===== src/rtl/fetch_unit_if.sv =====
// rtl/fetch_unit_if.sv - instruction memory request/response bus for fetch_unit
interface fetch_unit_if;
    logic        imem_req;
    logic [31:0] imem_addr;
    logic        imem_rvalid;
    logic [31:0] imem_rdata;

    modport master (
        output imem_req,
        output imem_addr,
        input  imem_rvalid,
        input  imem_rdata
    );

    modport slave (
        input  imem_req,
        input  imem_addr,
        output imem_rvalid,
        output imem_rdata
    );
endinterface


===== src/rtl/fetch_unit.sv =====
// rtl/fetch_unit.sv - single-outstanding instruction fetch with 2-entry queue
// Optional static backward-branch prediction: define FETCH_STATIC_PREDICT_EN.
module fetch_unit #(
    parameter logic [31:0] RESET_PC = 32'h0000_0000
) (
    input  logic          clk,
    input  logic          reset,
    fetch_unit_if.master  imem,
    input  logic          branch_taken_in,
    input  logic [31:0]   branch_target_in,
    input  logic          sel_stall,
    output logic [31:0]   instr_out,
    output logic [31:0]   pc_out,
    output logic          valid_out,
    output logic          pred_taken_out
);

    typedef enum logic [1:0] {
        IDLE,
        WAIT,
        DROP
    } state_t;

    typedef struct packed {
`ifdef FETCH_STATIC_PREDICT_EN
        logic        pred;
`endif
        logic [31:0] pc;
        logic [31:0] instr;
    } entry_t;

    state_t      state_q;
    state_t      state_d;
    logic [31:0] pc_q;
    logic [31:0] pc_d;
    logic [31:0] req_pc_q;
    logic [1:0]  count_q;
    entry_t      e0_q;
    entry_t      e1_q;
    entry_t      new_entry;

    logic        pop;
    logic        push;
    logic        issue;
    logic [1:0]  count_after_pop;

`ifdef FETCH_STATIC_PREDICT_EN
    logic        rsp_pred;
    logic [31:0] pred_target;

    // Unconditional backward B: the target is relative to the branch pc plus 8.
    assign rsp_pred    = (imem.imem_rdata[31:28] == 4'hE) &&
                         (imem.imem_rdata[27:24] == 4'hA) &&
                         imem.imem_rdata[23];
    assign pred_target = req_pc_q + 32'd8 +
                         {{6{imem.imem_rdata[23]}}, imem.imem_rdata[23:0], 2'b00};
`endif

    always_comb begin
        pop             = valid_out && !sel_stall && !branch_taken_in;
        count_after_pop = count_q - {1'b0, pop};
        issue           = (state_q == IDLE) && !branch_taken_in && (count_after_pop < 2'd2);
        push            = (state_q == WAIT) && imem.imem_rvalid && !branch_taken_in;

        new_entry       = '0;
        new_entry.instr = imem.imem_rdata;
        new_entry.pc    = req_pc_q;
`ifdef FETCH_STATIC_PREDICT_EN
        new_entry.pred  = rsp_pred;
`endif
    end

    always_comb begin
        state_d = state_q;
        pc_d    = pc_q;
        case (state_q)
            IDLE: begin
                if (issue) begin
                    state_d = WAIT;
                    pc_d    = pc_q + 32'd4;
                end
            end
            WAIT: begin
                if (imem.imem_rvalid) begin
                    state_d = IDLE;
                end else if (branch_taken_in) begin
                    state_d = DROP;
                end
            end
            DROP: begin
                if (imem.imem_rvalid) begin
                    state_d = IDLE;
                end
            end
            default: state_d = IDLE;
        endcase
`ifdef FETCH_STATIC_PREDICT_EN
        if (push && rsp_pred) begin
            pc_d = pred_target;
        end
`endif
        if (branch_taken_in) begin
            pc_d = branch_target_in;
        end
    end

    always_ff @(posedge clk or negedge reset) begin
        if (!reset) begin
            state_q  <= IDLE;
            pc_q     <= RESET_PC;
            req_pc_q <= 32'h0;
        end else begin
            state_q <= state_d;
            pc_q    <= pc_d;
            if (issue) begin
                req_pc_q <= pc_q;
            end
        end
    end

    // Head always lives in e0; a push lands behind whatever survives this cycle's pop.
    always_ff @(posedge clk or negedge reset) begin
        if (!reset) begin
            count_q <= 2'd0;
            e0_q    <= '0;
            e1_q    <= '0;
        end else if (branch_taken_in) begin
            count_q <= 2'd0;
        end else begin
            case ({push, pop})
                2'b10: begin
                    if (count_q == 2'd0) begin
                        e0_q <= new_entry;
                    end else begin
                        e1_q <= new_entry;
                    end
                    count_q <= count_q + 2'd1;
                end
                2'b01: begin
                    e0_q    <= e1_q;
                    count_q <= count_q - 2'd1;
                end
                2'b11: begin
                    if (count_q == 2'd1) begin
                        e0_q <= new_entry;
                    end else begin
                        e0_q <= e1_q;
                        e1_q <= new_entry;
                    end
                end
                default: ;
            endcase
        end
    end

    assign valid_out      = (count_q != 2'd0);
    assign instr_out      = e0_q.instr;
    assign pc_out         = e0_q.pc;
`ifdef FETCH_STATIC_PREDICT_EN
    assign pred_taken_out = e0_q.pred;
`else
    assign pred_taken_out = 1'b0;
`endif

    // Gated by reset so the bus is quiet while reset is held, even though the FSM sits in IDLE.
    assign imem.imem_req  = issue && reset;
    assign imem.imem_addr = imem.imem_req ? pc_q : 32'h0;

endmodule


===== src/flat_wrapper.sv =====
// flat-port wrapper written by rule: the top's interface ports become plain ports
module fetch_unit_flat 
#(
    parameter logic [31:0] RESET_PC = 32'h0000_0000
)
  (clk, reset, branch_taken_in, branch_target_in, sel_stall, instr_out, pc_out, valid_out, pred_taken_out, imem_imem_req, imem_imem_addr, imem_imem_rvalid, imem_imem_rdata);
  fetch_unit_if imem_i ();
  input  logic clk;
  input  logic reset;
  input  logic branch_taken_in;
  input  logic [31:0] branch_target_in;
  input  logic sel_stall;
  output logic [31:0] instr_out;
  output logic [31:0] pc_out;
  output logic valid_out;
  output logic pred_taken_out;
  output wire logic [$bits(imem_i.imem_req)-1:0] imem_imem_req;
  output wire logic [$bits(imem_i.imem_addr)-1:0] imem_imem_addr;
  input wire logic [$bits(imem_i.imem_rvalid)-1:0] imem_imem_rvalid;
  input wire logic [$bits(imem_i.imem_rdata)-1:0] imem_imem_rdata;
  assign imem_imem_req = imem_i.imem_req;
  assign imem_imem_addr = imem_i.imem_addr;
  assign imem_i.imem_rvalid = imem_imem_rvalid;
  assign imem_i.imem_rdata = imem_imem_rdata;
  fetch_unit #(.RESET_PC(RESET_PC)) u_core (.clk(clk), .reset(reset), .imem(imem_i), .branch_taken_in(branch_taken_in), .branch_target_in(branch_target_in), .sel_stall(sel_stall), .instr_out(instr_out), .pc_out(pc_out), .valid_out(valid_out), .pred_taken_out(pred_taken_out));
endmodule

===== config.mk =====
export PLATFORM = sky130hd
export DESIGN_NAME = fetch_unit_flat
export DESIGN_NICKNAME = d
export VERILOG_FILES = /design/src/rtl/fetch_unit_if.sv /design/src/rtl/fetch_unit.sv /design/src/flat_wrapper.sv
export SDC_FILE = /design/constraint.sdc
export NUM_CORES = 1
export LEC_CHECK = 0
export BUFFER_PORTS_ARGS = -buffer_cell sky130_fd_sc_hd__buf_2
export CAP_MARGIN = 10
export CORE_ASPECT_RATIO = 1.2
export CORE_MARGIN = 3
export CORE_UTILIZATION = 60
export CTS_CLUSTER_SIZE = 30
export DETAILED_ROUTE_END_ITERATION = 12
export PLACE_DENSITY = 0.82
export SLEW_MARGIN = 0
export SYNTH_ARGS = -nofsm -noshare
export SYNTH_HDL_FRONTEND = slang
export SYNTH_SLANG_ARGS = --single-unit

===== constraint.sdc =====
create_clock -name clk -period 3.2 [get_ports clk]
set_input_delay 0.32 -clock clk [delete_from_list [all_inputs] [get_ports clk]]
set_output_delay 0.32 -clock clk [all_outputs]
set_load 0.005 [all_outputs]

After elaboration in Yosys (flattened, before gate mapping)
Cells that the tools add are included. W data, S select, Z words.

Memories kept: 0. Bits in read-only memories: 0. Bits in registers: 196. Bits in latches: 0. RAM bits: 0. Output and inout bits: 99. Input bits: 69.

$add $sub $neg: 4. Shifts and indexed selects: 0. $mul: 0. $lt $le $gt $ge: 1. Bitwise gates (word level): 1. Reductions and logical operators: 21. Equal/unequal tests: 12. Div/mod/pow operators: 0. Multiplexer cells: 17.

Operators by type and width (number): $mux W64 (4); $pmux W64 S3 (1); $mux W32 (4); $pmux W64 S2 (1); $add A32 B3 Y32 const B (1); $mux W2 (5); $reduce_bool A2 Y1 (4); $logic_and A1 B1 Y1 (7); $eq A2 B1 Y1 const B (3); $eq A2 B2 Y1 const B (3); $ne A2 B2 Y1 const B (3); $pmux W2 S3 (1); $reduce_and A3 Y1 (2); $reduce_bool A3 Y1 (2); $logic_not A2 Y1 (2); $ne A2 B1 Y1 const B (2); $pmux W2 S2 (1); $reduce_and A4 Y1 (1); $ne A3 B3 Y1 const B (1); $add A2 B1 Y2 const B (1); $logic_not A1 Y1 (2); $lt A2 B2 Y1 const B (1); $reduce_and A2 Y1 (1); $sub A2 B1 Y2 (1); 2 further kinds (2).

Longest topological paths before layout
Depth in word-level cells: 9. Depth in mapped cells: 9. Mapped depth without buffers: 7.

Least setup slack after synthesis
No wires, ideal clock.

Path type: flip-flop to output port. From: register u_core.count_q[0]. To: output imem_imem_addr[10]. Path slack: 1.014 ns. Path buffers: 2. Stages on the path, launching flop included: 9. Arrival: 1.866 ns. Cell sequence: dfrtp_1 inv_1 ha_1 nor4_4 xnor2_1 nor4_2 buf_2 clkbuf_1 and3_1.

Longest elaborated chain between the ends: 8.

RTL lines: start: declaration (line fetch_unit.sv:37) `logic [1:0] count_q;`; start signal: assignment (line fetch_unit.sv:137) `count_q <= count_q + 2'd1;`; start signal: assignment (line fetch_unit.sv:141) `count_q <= count_q - 2'd1;`; $reduce_bool A2 Y1 (line fetch_unit.sv:156) `assign valid_out = (count_q != 2'd0);`; $logic_and A1 B1 Y1 (2 in series) (line fetch_unit.sv:60) `pop = valid_out && !sel_stall && !branch_taken_in;`; $sub A2 B1 Y2 (*) (line fetch_unit.sv:61) `count_after_pop = count_q - {1'b0, pop};`; $lt A2 B2 Y1 (*) (line fetch_unit.sv:62) `issue = (state_q == IDLE) && !branch_taken_in && (count_after_pop < 2'd2);`; $logic_and A1 B1 Y1 (*) (line fetch_unit.sv:62); $logic_and A1 B1 Y1 (*) (line fetch_unit.sv:166) `assign imem.imem_req = issue && reset;`; $mux W32 (*) (line fetch_unit.sv:167) `assign imem.imem_addr = imem.imem_req ? pc_q : 32'h0;`; end: declaration (line flat_wrapper.sv:18) `output wire logic [$bits(imem_i.imem_addr)-1:0] imem_imem_addr;`.

Every way passes the cells marked *; elsewhere a longest branch is shown, timed or not.

Final worst setup path
From: register u_core.count_q[0]. To: output imem_imem_addr[5].

Same word-level chain as after synthesis.

==> flow_metrics.py <==
metrics = {
    "grt": {
        "grt_pass1_vias": 6379,
        "grt_start_max_net_pins": 111,
        "grt_antenna_before_repair": 1,
        "grt.overflow.total": 0,
        "grt_use_total_pct": 24.4,
        "grt_pass1_wl_um": 32500,
    },
    "detailed_routing": {
        "drc": 0,
        "met3_length_um": 1020,
        "met2_length_um": 9840,
        "top_layer_used": "met4",
        "drt_iter0_markers": 500,
        "vias_per_cell": 5.61,
        "drt-total-wl_um": 19600,
        "drt-met1-wl_um": 8360,
        "post_drt_wl_per_cell_um": 17.2,
        "firstDrtPassIters": 5,
        "vias": 6412,
        "ant_nets": 0,
    },
    "logic_synthesis": {
        "synth_cell_types": 38,
        "synth_edf_count": 0,
        "synth_cells": 786,
        "synth_fp_nets": 858,
        "syn_area_per_cell_um2": 11.5,
        "yosys-top-cells-area": "dfrtp_1 (54%), mux2_2 (12%), mux2i_1 (7.2%)",
        "yosys_warnings": 0,
        "synth_top_area_share_pct": 54.2,
        "synthMostInstantiatedCell": "dfrtp_1",
        "yosys.area.top_type": "dfrtp_1",
        "ys_ff_latch": 196,
        "yosys_most_used_dff": "dfrtp_1",
        "ys_seq_area_share_pct": 54.2,
        "synthTopCellsByCount": "dfrtp_1 (196), mux2_2 (100), nor2_1 (85)",
        "synth_area_um2": 9040,
        "ys_async_sr_fraction_pct": 100,
    },
    "clocking": {
        "cts_num_sinks": 196,
        "post-cts-setup-buffers": 0,
        "numCtsBuffers": 17,
        "clk_pin_slew_ns": 0.07,
        "clockRootBuffer": "clkbuf_16",
        "clk_latency_ns": 0.42,
        "cts_tree": "done",
        "clockBufferDepth": 2,
        "htreeDepth": 4,
    },
    "floorplanning": {
        "coreArea_um2": 14600,
        "die_h_um": 140,
        "rows": 48,
        "io_pins": 168,
        "start_util_pct": 62.0,
        "dieArea_um2": 16600,
        "die_w_um": 118,
    },
    "placement": {
        "dp_hpwl_um": 13200,
        "io_buffers": 166,
        "post-place-ws_ns": 0.559,
        "place_area_um2": 9970,
        "routabilityCongestion": 0.855,
        "dp_cells": 1109,
    },
    "setup_path": {
        "crit_required_ns": 2.88,
        "cp_common_cell": "nor4_4",
        "r2r-end": "u_core.pc_q[3]",
        "cp_slowest_stage_delay_ns": 0.41,
        "reg2reg_slack_ns": 0.61,
        "cp-start-kind": "register",
        "worstSetupPathType": "reg -> out",
        "cp_max_fo": 38,
        "cp.arrival_ns": 2.72,
        "path_cells": "inv_1 -> ha_1 -> nor4_4 -> xnor2_2 -> nor4_4 -> buf_6 -> and3_1 -> buf_2",
        "cp_slowest_cell": "dfrtp_1",
        "reg2reg_from": "u_core.count_q[1]",
        "rr_worst_depth": 8,
        "endpoint_kind": "output port",
    },
    "final_layout": {
        "areaGrowthSynthToFinish_pct": 17.3,
        "final_area_um2": 10600,
        "nFillCells": 1093,
        "final_cells": 1142,
        "fin_nets": 1001,
        "drive_gt1_share_pct": 34.5,
    },
    "pwr": {
        "power_uw": 9130,
        "powerDensity_nw_per_um2": 861,
        "ir_drop_uv": 471,
        "p_leak_uw": 0.00533,
    },
    "sta": {
        "finalMaxSlewViolations": 0,
        "period_share_pct": 95.1,
        "layout_min_cycle_time_ns": 3.04,
        "timing.slew.headroom_pct": 44.2,
        "finalHoldViolCount": 0,
        "clock_skew_ns": 0.00689,
        "max_freq_ghz": 0.329,
        "setup_ws_ns": 0.157,
        "setup-tns-final_ns": 0,
        "grt_setup_unrepaired": "true",
        "worst_pin_slew_ns": 0.833,
        "setup_viol": 0,
    },
    "min_path": {
        "min_to": "u_core.pc_q[20]",
        "min_delay_path_depth": 3,
        "min_from": "branch_target_in[20]",
        "hold_path_class": "in -> reg",
    },
    "run_status": {
        "outcome": "finished clean",
    },
    "run": {
        "maxCapViolCount": 0,
    },
}
## area by class of cell
| cell class | instances | area, um2 | area share (%) |
|---|---|---|---|
| antenna | 1 | 2.50 | 0.0236 |
| clock buffer | 19 | 433 | 4.08 |
| clock inverter | 12 | 178 | 1.68 |
| inverter | 10 | 37.5 | 0.354 |
| multi-input combinational | 524 | 3820 | 36.0 |
| sequential | 196 | 4900 | 46.3 |
| tap | 200 | 250 | 2.36 |
| timing repair buffer | 180 | 980 | 9.24 |
## power by group
| group | total, uW | switching [uW] | internal (uW) | leakage (uW) |
|---|---|---|---|---|
| registers | 4170 | 667 | 3500 | 0.00238 |
| logic | 2740 | 1320 | 1410 | 0.00265 |
| clock network | 2220 | 912 | 1310 | 0.000303 |
| total | 9130 | 2900 | 6230 | 0.00533 |
## worst max-delay path: cells and delay by family, from the launching register on
family	cells	cell delay, ns
simple gates	3	0.77
buf+inv	3	0.52
flops	1	0.41
fa+ha+maj	1	0.29
xor+xnor	1	0.29
## flip-flops by register name, indices dropped and copies added (netlist names)
name and flops:
u_core.req_pc_q 32, u_core.instr_out 32, u_core.e1_q 64, u_core.pc_q 32
u_core.pc_out 32, u_core.count_q 2, u_core.state_q 2
## cells by family (layout without fill, tap and decap cells)
family	Yosys count	in the layout	synth area share, %
muxes	165	165	19.7
AOI/OAI and AO/OA	99	99	5.95
and+or+nand+nor	234	234	13.7
xor gates and xnor gates	22	22	2.13
other	1	2	0.0415
DFF	196	196	54.2
buffers and inverters	66	221	3.87
adders and majority gates	3	3	0.415
## cells in the final DEF, fill, tap and decap left out, drive strengths merged, types with 2 or more instances in the layout
cell | netlist | routed
xnor2 | 21 | 21
clkinv | 1 | 6
o21ai | 20 | 20
bufinv | 0 | 4
a211o | 2 | 2
and4 | 4 | 4
ha | 3 | 3
nand3 | 10 | 10
dfrtp | 196 | 196
and2 | 3 | 3
a21oi | 68 | 68
nor3 | 11 | 11
mux2i | 65 | 65
nor2 | 85 | 85
o211ai | 3 | 3
mux2 | 100 | 100
inv | 9 | 12
nand2 | 46 | 46
clkbuf | 24 | 20
buf | 32 | 178
nor2b | 3 | 3
a221o | 5 | 5
nand4 | 8 | 8
nor4 | 19 | 19
and3 | 40 | 40
## stage by stage
step                      utilization [%]  hold slack, ns
after floorplan                         -          0.0244
after global placement               68.3           0.431
after detailed placement             68.3           0.444
after CTS                            72.6          0.0885
after global routing                 72.7          0.0868
final                                72.7           0.102
## routing by layer
metal / up-vias / global-route usage (%)
li1: 3039 / -
met1: 3138 / 32.5
met2: 205 / 40.9
met3: 30 / 4.52
met4: 0 / 7.59
met5: - / 0
## worst max-delay path by stage
stage	slack (ns)	end	start
final	0.16	imem_imem_addr[5]	u_core.count_q[0]
after global routing	-0.009	imem_imem_addr[13]	u_core.count_q[0]
after CTS	0.08	imem_imem_addr[5]	u_core.count_q[0]
after detailed placement	0.56	imem_imem_addr[5]	u_core.count_q[0]
after global placement	0.67	imem_imem_addr[3]	u_core.count_q[0]
after floorplan	1.01	imem_imem_addr[10]	u_core.count_q[0]
## repair_timing
item / CTS / global route
hold buffers: 1 / 0
endpoints found under the hold margin: 23 / 0
resized for setup: 0 / 2
setup endpoints to repair: 0 / 21
No activity file was read; power rests on OpenSTA's default activity.
